**config.mk**
```make
export PLATFORM = sky130hd
export DESIGN_NAME = serial_keymatrix
export DESIGN_NICKNAME = d
export VERILOG_FILES = /design/src/rtl/serial_keymatrix.sv
export SDC_FILE = /design/constraint.sdc
export NUM_CORES = 1
export LEC_CHECK = 0
export CELL_PAD_IN_SITES_DETAIL_PLACEMENT = 0
export CELL_PAD_IN_SITES_GLOBAL_PLACEMENT = 1
export CORE_MARGIN = 1
export CORE_UTILIZATION = 41
export DETAILED_ROUTE_END_ITERATION = 8
export PLACE_DENSITY = 0.77
export SKIP_LAST_GASP = 1
export SLEW_MARGIN = 40
export SYNTH_ARGS = -nofsm -noshare
export SYNTH_HDL_FRONTEND = slang
export SYNTH_SLANG_ARGS = --single-unit
```
**constraint.sdc**
```tcl
create_clock -name clk -period 2.6 [get_ports clk]
set_clock_uncertainty 0.1 [all_clocks]
set_input_delay 0.52 -clock clk [delete_from_list [all_inputs] [get_ports clk]]
set_output_delay 0.52 -clock clk [all_outputs]
set_load 0.02 [all_outputs]
```
**src/rtl/serial_keymatrix.sv**
```systemverilog
// Serial-character to key-matrix injector: queued characters are "typed" as timed key presses.
// Define SERIAL_KEYMATRIX_FIFO_EN for the FIFO_DEPTH-entry queue; otherwise a single holding register is used.
module serial_keymatrix #(
  parameter int F_CLK       = 25000000,
  parameter int HOLD_CYCLES = 500000,
  parameter int GAP_CYCLES  = 250000,
  parameter int FIFO_DEPTH  = 16,
  parameter int NKEYS       = 64
) (
  input  logic                          clk,
  input  logic                          resetn,
  input  logic [7:0]                    rx_data,
  input  logic                          rx_valid,
  input  logic                          key_rd,
  input  logic [$clog2(NKEYS)-1:0]      key_addr,
  output logic [7:0]                    key_out,
  output logic [$clog2(FIFO_DEPTH):0]   fifo_count,
  output logic                          overflow,
  output logic                          busy
);
  localparam int KW   = $clog2(NKEYS);
  localparam int AW   = $clog2(FIFO_DEPTH);
  localparam int CMAX = (HOLD_CYCLES > GAP_CYCLES) ? HOLD_CYCLES : GAP_CYCLES;
  localparam int CW   = $clog2(CMAX + 1);

  typedef enum logic [1:0] {IDLE, PRESS, HOLD, GAP} state_t;

  // Returns {mapped, shifted, key[5:0]}.
  function automatic logic [7:0] map_key(input logic [7:0] c);
    logic [5:0] k;
    logic       v, s;
    k = '0; v = 1'b1; s = 1'b0;
    if (c >= 8'h41 && c <= 8'h5A)      k = 6'(c - 8'h40);
    else if (c >= 8'h61 && c <= 8'h7A) k = 6'(c - 8'h60);
    else if (c >= 8'h30 && c <= 8'h39) k = 6'(c - 8'h10);
    else begin
      case (c)
        8'h0D, 8'h0A: k = 6'd48;
        8'h08, 8'h7F: k = 6'd29;
        8'h1B:        k = 6'd49;
        8'h20:        k = 6'd31;
        ";": k = 6'd42;  ":": k = 6'd43;  ",": k = 6'd44;
        "=": k = 6'd45;  ".": k = 6'd46;  "/": k = 6'd47;
        "_": begin k = 6'd32; s = 1'b1; end
        "!": begin k = 6'd33; s = 1'b1; end
        8'h22: begin k = 6'd34; s = 1'b1; end
        "#": begin k = 6'd35; s = 1'b1; end
        "$": begin k = 6'd36; s = 1'b1; end
        "%": begin k = 6'd37; s = 1'b1; end
        "&": begin k = 6'd38; s = 1'b1; end
        8'h5C: begin k = 6'd39; s = 1'b1; end
        "(": begin k = 6'd40; s = 1'b1; end
        ")": begin k = 6'd41; s = 1'b1; end
        "+": begin k = 6'd42; s = 1'b1; end
        "*": begin k = 6'd43; s = 1'b1; end
        "<": begin k = 6'd44; s = 1'b1; end
        "-": begin k = 6'd45; s = 1'b1; end
        ">": begin k = 6'd46; s = 1'b1; end
        "?": begin k = 6'd47; s = 1'b1; end
        default: v = 1'b0;
      endcase
    end
    return {v, s, k};
  endfunction

  state_t           state_q, state_d;
  logic [CW-1:0]    cnt_q, cnt_d;
  logic [NKEYS-1:0] keys_q, keys_d;
  logic [7:0]       key_out_q, key_out_d;
  logic [7:0]       char_q, char_d;
  logic             ovf_q, ovf_d;
  logic [7:0]       head;
  logic [7:0]       kmap;
  logic             empty, pop, push;

`ifdef SERIAL_KEYMATRIX_FIFO_EN
  logic [7:0]  mem_q [FIFO_DEPTH];
  logic [7:0]  mem_d [FIFO_DEPTH];
  logic [AW-1:0] rd_ptr_q, rd_ptr_d, wr_ptr_q, wr_ptr_d;
  logic [AW:0]   count_q, count_d;
  logic          full;

  always_comb begin
    mem_d    = mem_q;
    rd_ptr_d = rd_ptr_q;
    wr_ptr_d = wr_ptr_q;
    count_d  = count_q;
    full     = (count_q == (AW+1)'(FIFO_DEPTH));
    empty    = (count_q == '0);
    pop      = (state_q == IDLE) && !empty;
    // A pop in the same cycle frees the slot, so a push at full still fits.
    push     = rx_valid && (!full || pop);
    head     = mem_q[rd_ptr_q];
    if (push) begin
      mem_d[wr_ptr_q] = rx_data;
      wr_ptr_d        = wr_ptr_q + 1'b1;
    end
    if (pop) rd_ptr_d = rd_ptr_q + 1'b1;
    case ({push, pop})
      2'b10:   count_d = count_q + 1'b1;
      2'b01:   count_d = count_q - 1'b1;
      default: count_d = count_q;
    endcase
  end

  always_ff @(posedge clk) mem_q <= mem_d;

  always_ff @(posedge clk) begin
    if (!resetn) begin
      rd_ptr_q <= '0;
      wr_ptr_q <= '0;
      count_q  <= '0;
    end else begin
      rd_ptr_q <= rd_ptr_d;
      wr_ptr_q <= wr_ptr_d;
      count_q  <= count_d;
    end
  end

  assign fifo_count = count_q;
`else
  logic       occ_q, occ_d;
  logic [7:0] hold_q, hold_d;

  always_comb begin
    occ_d  = occ_q;
    hold_d = hold_q;
    empty  = !occ_q;
    pop    = (state_q == IDLE) && occ_q;
    push   = rx_valid && !occ_q;
    head   = hold_q;
    if (pop) occ_d = 1'b0;
    if (push) begin
      occ_d  = 1'b1;
      hold_d = rx_data;
    end
  end

  always_ff @(posedge clk) begin
    if (!resetn) begin
      occ_q  <= 1'b0;
      hold_q <= '0;
    end else begin
      occ_q  <= occ_d;
      hold_q <= hold_d;
    end
  end

  assign fifo_count = {{AW{1'b0}}, occ_q};
`endif

  always_comb begin
    state_d   = state_q;
    cnt_d     = cnt_q;
    keys_d    = keys_q;
    char_d    = char_q;
    ovf_d     = ovf_q;
    key_out_d = key_out_q;
    kmap      = map_key(char_q);
    if (rx_valid && !push) ovf_d = 1'b1;
    case (state_q)
      IDLE: if (!empty) begin
        state_d = PRESS;
        char_d  = head;
      end
      PRESS: begin
        // Unmapped characters still walk through HOLD/GAP with nothing pressed.
        keys_d = '0;
        if (kmap[7]) keys_d[KW'(kmap[5:0])] = 1'b1;
        if (kmap[7] && kmap[6]) keys_d[53] = 1'b1;
        cnt_d   = '0;
        state_d = HOLD;
      end
      HOLD: if (cnt_q == CW'(HOLD_CYCLES - 1)) begin
        cnt_d   = '0;
        keys_d  = '0;
        state_d = GAP;
      end else cnt_d = cnt_q + 1'b1;
      GAP: if (cnt_q == CW'(GAP_CYCLES - 1)) begin
        cnt_d   = '0;
        state_d = IDLE;
      end else cnt_d = cnt_q + 1'b1;
      default: state_d = IDLE;
    endcase
    if (key_rd) key_out_d = keys_q[key_addr] ? 8'hFE : 8'hFF;
  end

  always_ff @(posedge clk) begin
    if (!resetn) begin
      state_q   <= IDLE;
      cnt_q     <= '0;
      keys_q    <= '0;
      char_q    <= '0;
      ovf_q     <= 1'b0;
      key_out_q <= 8'hFF;
    end else begin
      state_q   <= state_d;
      cnt_q     <= cnt_d;
      keys_q    <= keys_d;
      char_q    <= char_d;
      ovf_q     <= ovf_d;
      key_out_q <= key_out_d;
    end
  end

  assign key_out  = key_out_q;
  assign overflow = ovf_q;
  assign busy     = (state_q != IDLE);
endmodule

```
==> impl_metrics.tcl <==
set metrics [dict create \
    status "finished with violations" \
    violations "setup timing" \
    fin_hold_ws_ns 0.3595 \
    synth_cells 634 \
    dr_wl_met3_um 821 \
    portBuffers 21 \
    routed.top_layer "met4" \
    clk_pin_slew_ns 0.07 \
    power.total_mw 4.009 \
    drv_slew 0 \
    stdcell_count 936 \
    hold_violations 0 \
    hpwl_um 11200 \
    tightest_slew_ns 0.5756 \
    wl_per_cell_um 18.07 \
    area_growth_pct 41.62 \
    finalCritPeriodShare_pct 107.3 \
    crit_required_ns 2.77 \
    via_per_inst 5.823 \
    ios 33 \
    synth_area_per_cell_um2 8.800 \
    drv_cap 0 \
    routed-via-count 5450 \
    min-delay-start "head[3]$_SDFFE_PN0P_" \
    ant_nets 0 \
    first_pass_iters 5 \
    synth-simple-area-share_pct 21.53 \
    postLayoutSetupSlackWorst_ns -0.1909 \
    synth_fa_ha_area_share_pct 2.243 \
    worst_setup_path_start_kind "flop" \
    hold-path-cell-count 2 \
    ff2ff_setup_slack_ns -0.19 \
    drc 0 \
    p_leak_nw 3.090 \
    dp_cells 884 \
    fill_cells 1129 \
    slowest_stage "or3_4" \
    worstPathCellList "buf_6, buf_6, or3_4, or3_4, a21o_4, a211o_4, a211oi_4, o21ai_4, o31ai_1" \
    min_period_ns 2.791 \
    rows 42 \
    rr_worst_depth 9 \
    placed_area_um2 6615 \
    p_per_area_nw_per_um2 507.4 \
    synth_largest_area_cell "dfxtp_1" \
    setup_violations 63 \
    hold_buffers 0 \
    dieArea_um2 14080 \
    clockBufferDepth 2 \
    grt_pass1_wl_um 25430 \
    cp_slowest_stage_delay_ns 0.38 \
    drive_gt1_share_pct 37.50 \
    coreArea_um2 13240 \
    relSlewSlack_pct 61.55 \
    grt_pass1_vias 5062 \
    htreeDepth 3 \
    wl_met1_um 7412 \
    final_area_um2 7901 \
    synth_area_leaders "dfxtp_1 37%, mux4_2 8.1%, nand2_1 7.1%" \
    ys_ff_latch 104 \
    final_nets 783 \
    critical_path_class "reg -> reg" \
    synth_async_sr_flop_share_pct 0 \
    antenna_found_initial 0 \
    initial_core_util_pct 42.13 \
    cp-end-kind "flop" \
    synth_compound_area_share_pct 24.27 \
    numCtsBuffers 9 \
    holdPathEnd "head[3]$_SDFFE_PN0P_" \
    r2r-end "keys_q[36]$_SDFFE_PN0P_" \
    clk_latency_ns 0.36 \
    syn-cell-area_um2 5579 \
    fmax_mhz 358.3 \
    synth_cell_types 71 \
    clock_sinks 104 \
    grt_overflow 0 \
    dieWidth_um 118.7 \
    synth_edf_count 0 \
    gp_congestion 0.9127 \
    cts_tree "built" \
    ys_seq_area_share_pct 37.32 \
    wl_met2_um 8360 \
    antennaDiodeCount 0 \
    ys.flop_type "dfxtp_1" \
    synth-xor-area-share_pct 0.1570 \
    drt_iter0_markers 389 \
    synth-warning-count 0 \
    routed_wirelength_um 16920 \
    reg2reg_from "char_q[2]$_SDFFE_PN0P_" \
    track_usage_pct 22.77 \
    synth_top_family_by_area "compound AO/OA/AOI/OAI gates" \
    root_buffer "clkbuf_16" \
    peakVddDrop_mv 0.3789 \
    synth.area.mux_share_pct 9.015 \
    die_h_um 118.7 \
    synth_top_area_share_pct 37.32 \
    grt_max_degree 37 \
    crit_arrival_ns 2.96 \
    rsz0062_at_grt "yes" \
    crit_fanout 5 \
    hold_class "reg -> reg" \
]
==> metal layers <==
metal | vias to the layer above | track usage, %
met5 | - | 0
met4 | 0 | 8.544
met3 | 27 | 4.585
met2 | 169 | 36.70
met1 | 2651 | 29.95
li1 | 2603 | -
==> what timing repair did <==
item / 4_1_cts / 5_1_grt
endpoints found under the hold margin: 0 / 0
resized for setup: 59 / 118
buffers inserted: 15 / 21
pin swaps: 14 / 44
gates cloned: 0 / 5
endpoints found under the setup margin: 71 / 84
==> Yosys cell counts (all sizes together) (6+ instances only) <==
master / instances
buf: 26
o31ai: 13
nand2: 105
and2: 15
nand3: 21
nor3: 9
clkbuf: 27
nor2b: 7
a22o: 6
a32o: 26
dfxtp: 104
nand3b: 6
and3: 7
o21ai: 52
ha: 10
nor2: 24
inv: 11
a21oi: 40
mux4: 20
==> flip-flops by register name, indices dropped and copies added, names as in the netlist <==
| name | cells |
|---|---|
| key_out | 1 |
| char_q | 8 |
| overflow | 1 |
| head | 8 |
| state_q | 2 |
| occ_q | 1 |
| keys_q | 64 |
| cnt_q | 19 |
==> how the worst max path moves through the flow <==
stage	cells past startpoint	endpoint	startpoint
2_1_floorplan	10	keys_q[38]$_SDFFE_PN0P_	char_q[4]$_SDFFE_PN0P_
3_3_place_gp	9	key_out[0]$_SDFFE_PN1P_	key_addr[0]
3_5_place_dp	9	key_out[0]$_SDFFE_PN1P_	key_addr[0]
4_1_cts	10	keys_q[46]$_SDFFE_PN0P_	char_q[2]$_SDFFE_PN0P_
5_1_grt	9	keys_q[36]$_SDFFE_PN0P_	char_q[2]$_SDFFE_PN0P_
6_report	9	keys_q[36]$_SDFFE_PN0P_	char_q[2]$_SDFFE_PN0P_
==> cell families after synthesis <==
group | after synthesis
fa+ha+maj | 10
buf+inv | 64
compound gates | 190
simple gates | 238
xor+xnor | 1
flops | 104
other cells | 2
mux | 25
==> report_power, final <==
| part | internal, mW | leakage (nW) | total [mW] | switching [mW] |
|---|---|---|---|---|
| sequential | 1.62 | 0.844 | 1.65 | 0.0250 |
| combinational | 0.408 | 2.10 | 0.999 | 0.591 |
| clock | 0.677 | 0.144 | 1.36 | 0.687 |
| total | 2.71 | 3.09 | 4.01 | 1.30 |
==> area by class of cell <==
cell class | count | area, um2 | area share, %
tap | 176 | 220.2 | 2.787
timing repair buffer | 154 | 1413 | 17.88
sequential | 104 | 2098 | 26.56
inverter | 11 | 46.29 | 0.5859
clock inverter | 7 | 63.81 | 0.8076
clock buffer | 9 | 225.2 | 2.850
multi-input combinational | 475 | 3835 | 48.54
==> through the flow <==
step                setup slack (ns)  util, %  TNS (ns)
global placement             -0.2632    49.95    -8.300
finish                       -0.1909    59.67    -6.452
detailed placement           -0.2932    49.95    -11.86
global route                 -0.2580    59.67    -11.05
floorplan                   0.001144        -         0
CTS                         -0.09422    54.11    -2.294
==> worst max-delay path: cells and delay by family (launching register included) <==
kind                   cells  cell delay [ns]
AOI/OAI and AO/OA          5             1.32
DFF                        1             0.34
buffers and inverters      2             0.24
and+or+nand+nor            2             0.71
==> cell usage in the layout, fill, tap and decap left out, types with 21 or more instances in the layout <==
master,instances
buf_4,101
dfxtp_1,97
nand2_1,93
a21oi_1,36
o21ai_0,25
a32o_1,24
buf_6,23
nor2_1,22
nand3_1,21
Power figures use the tool's default switching activity.
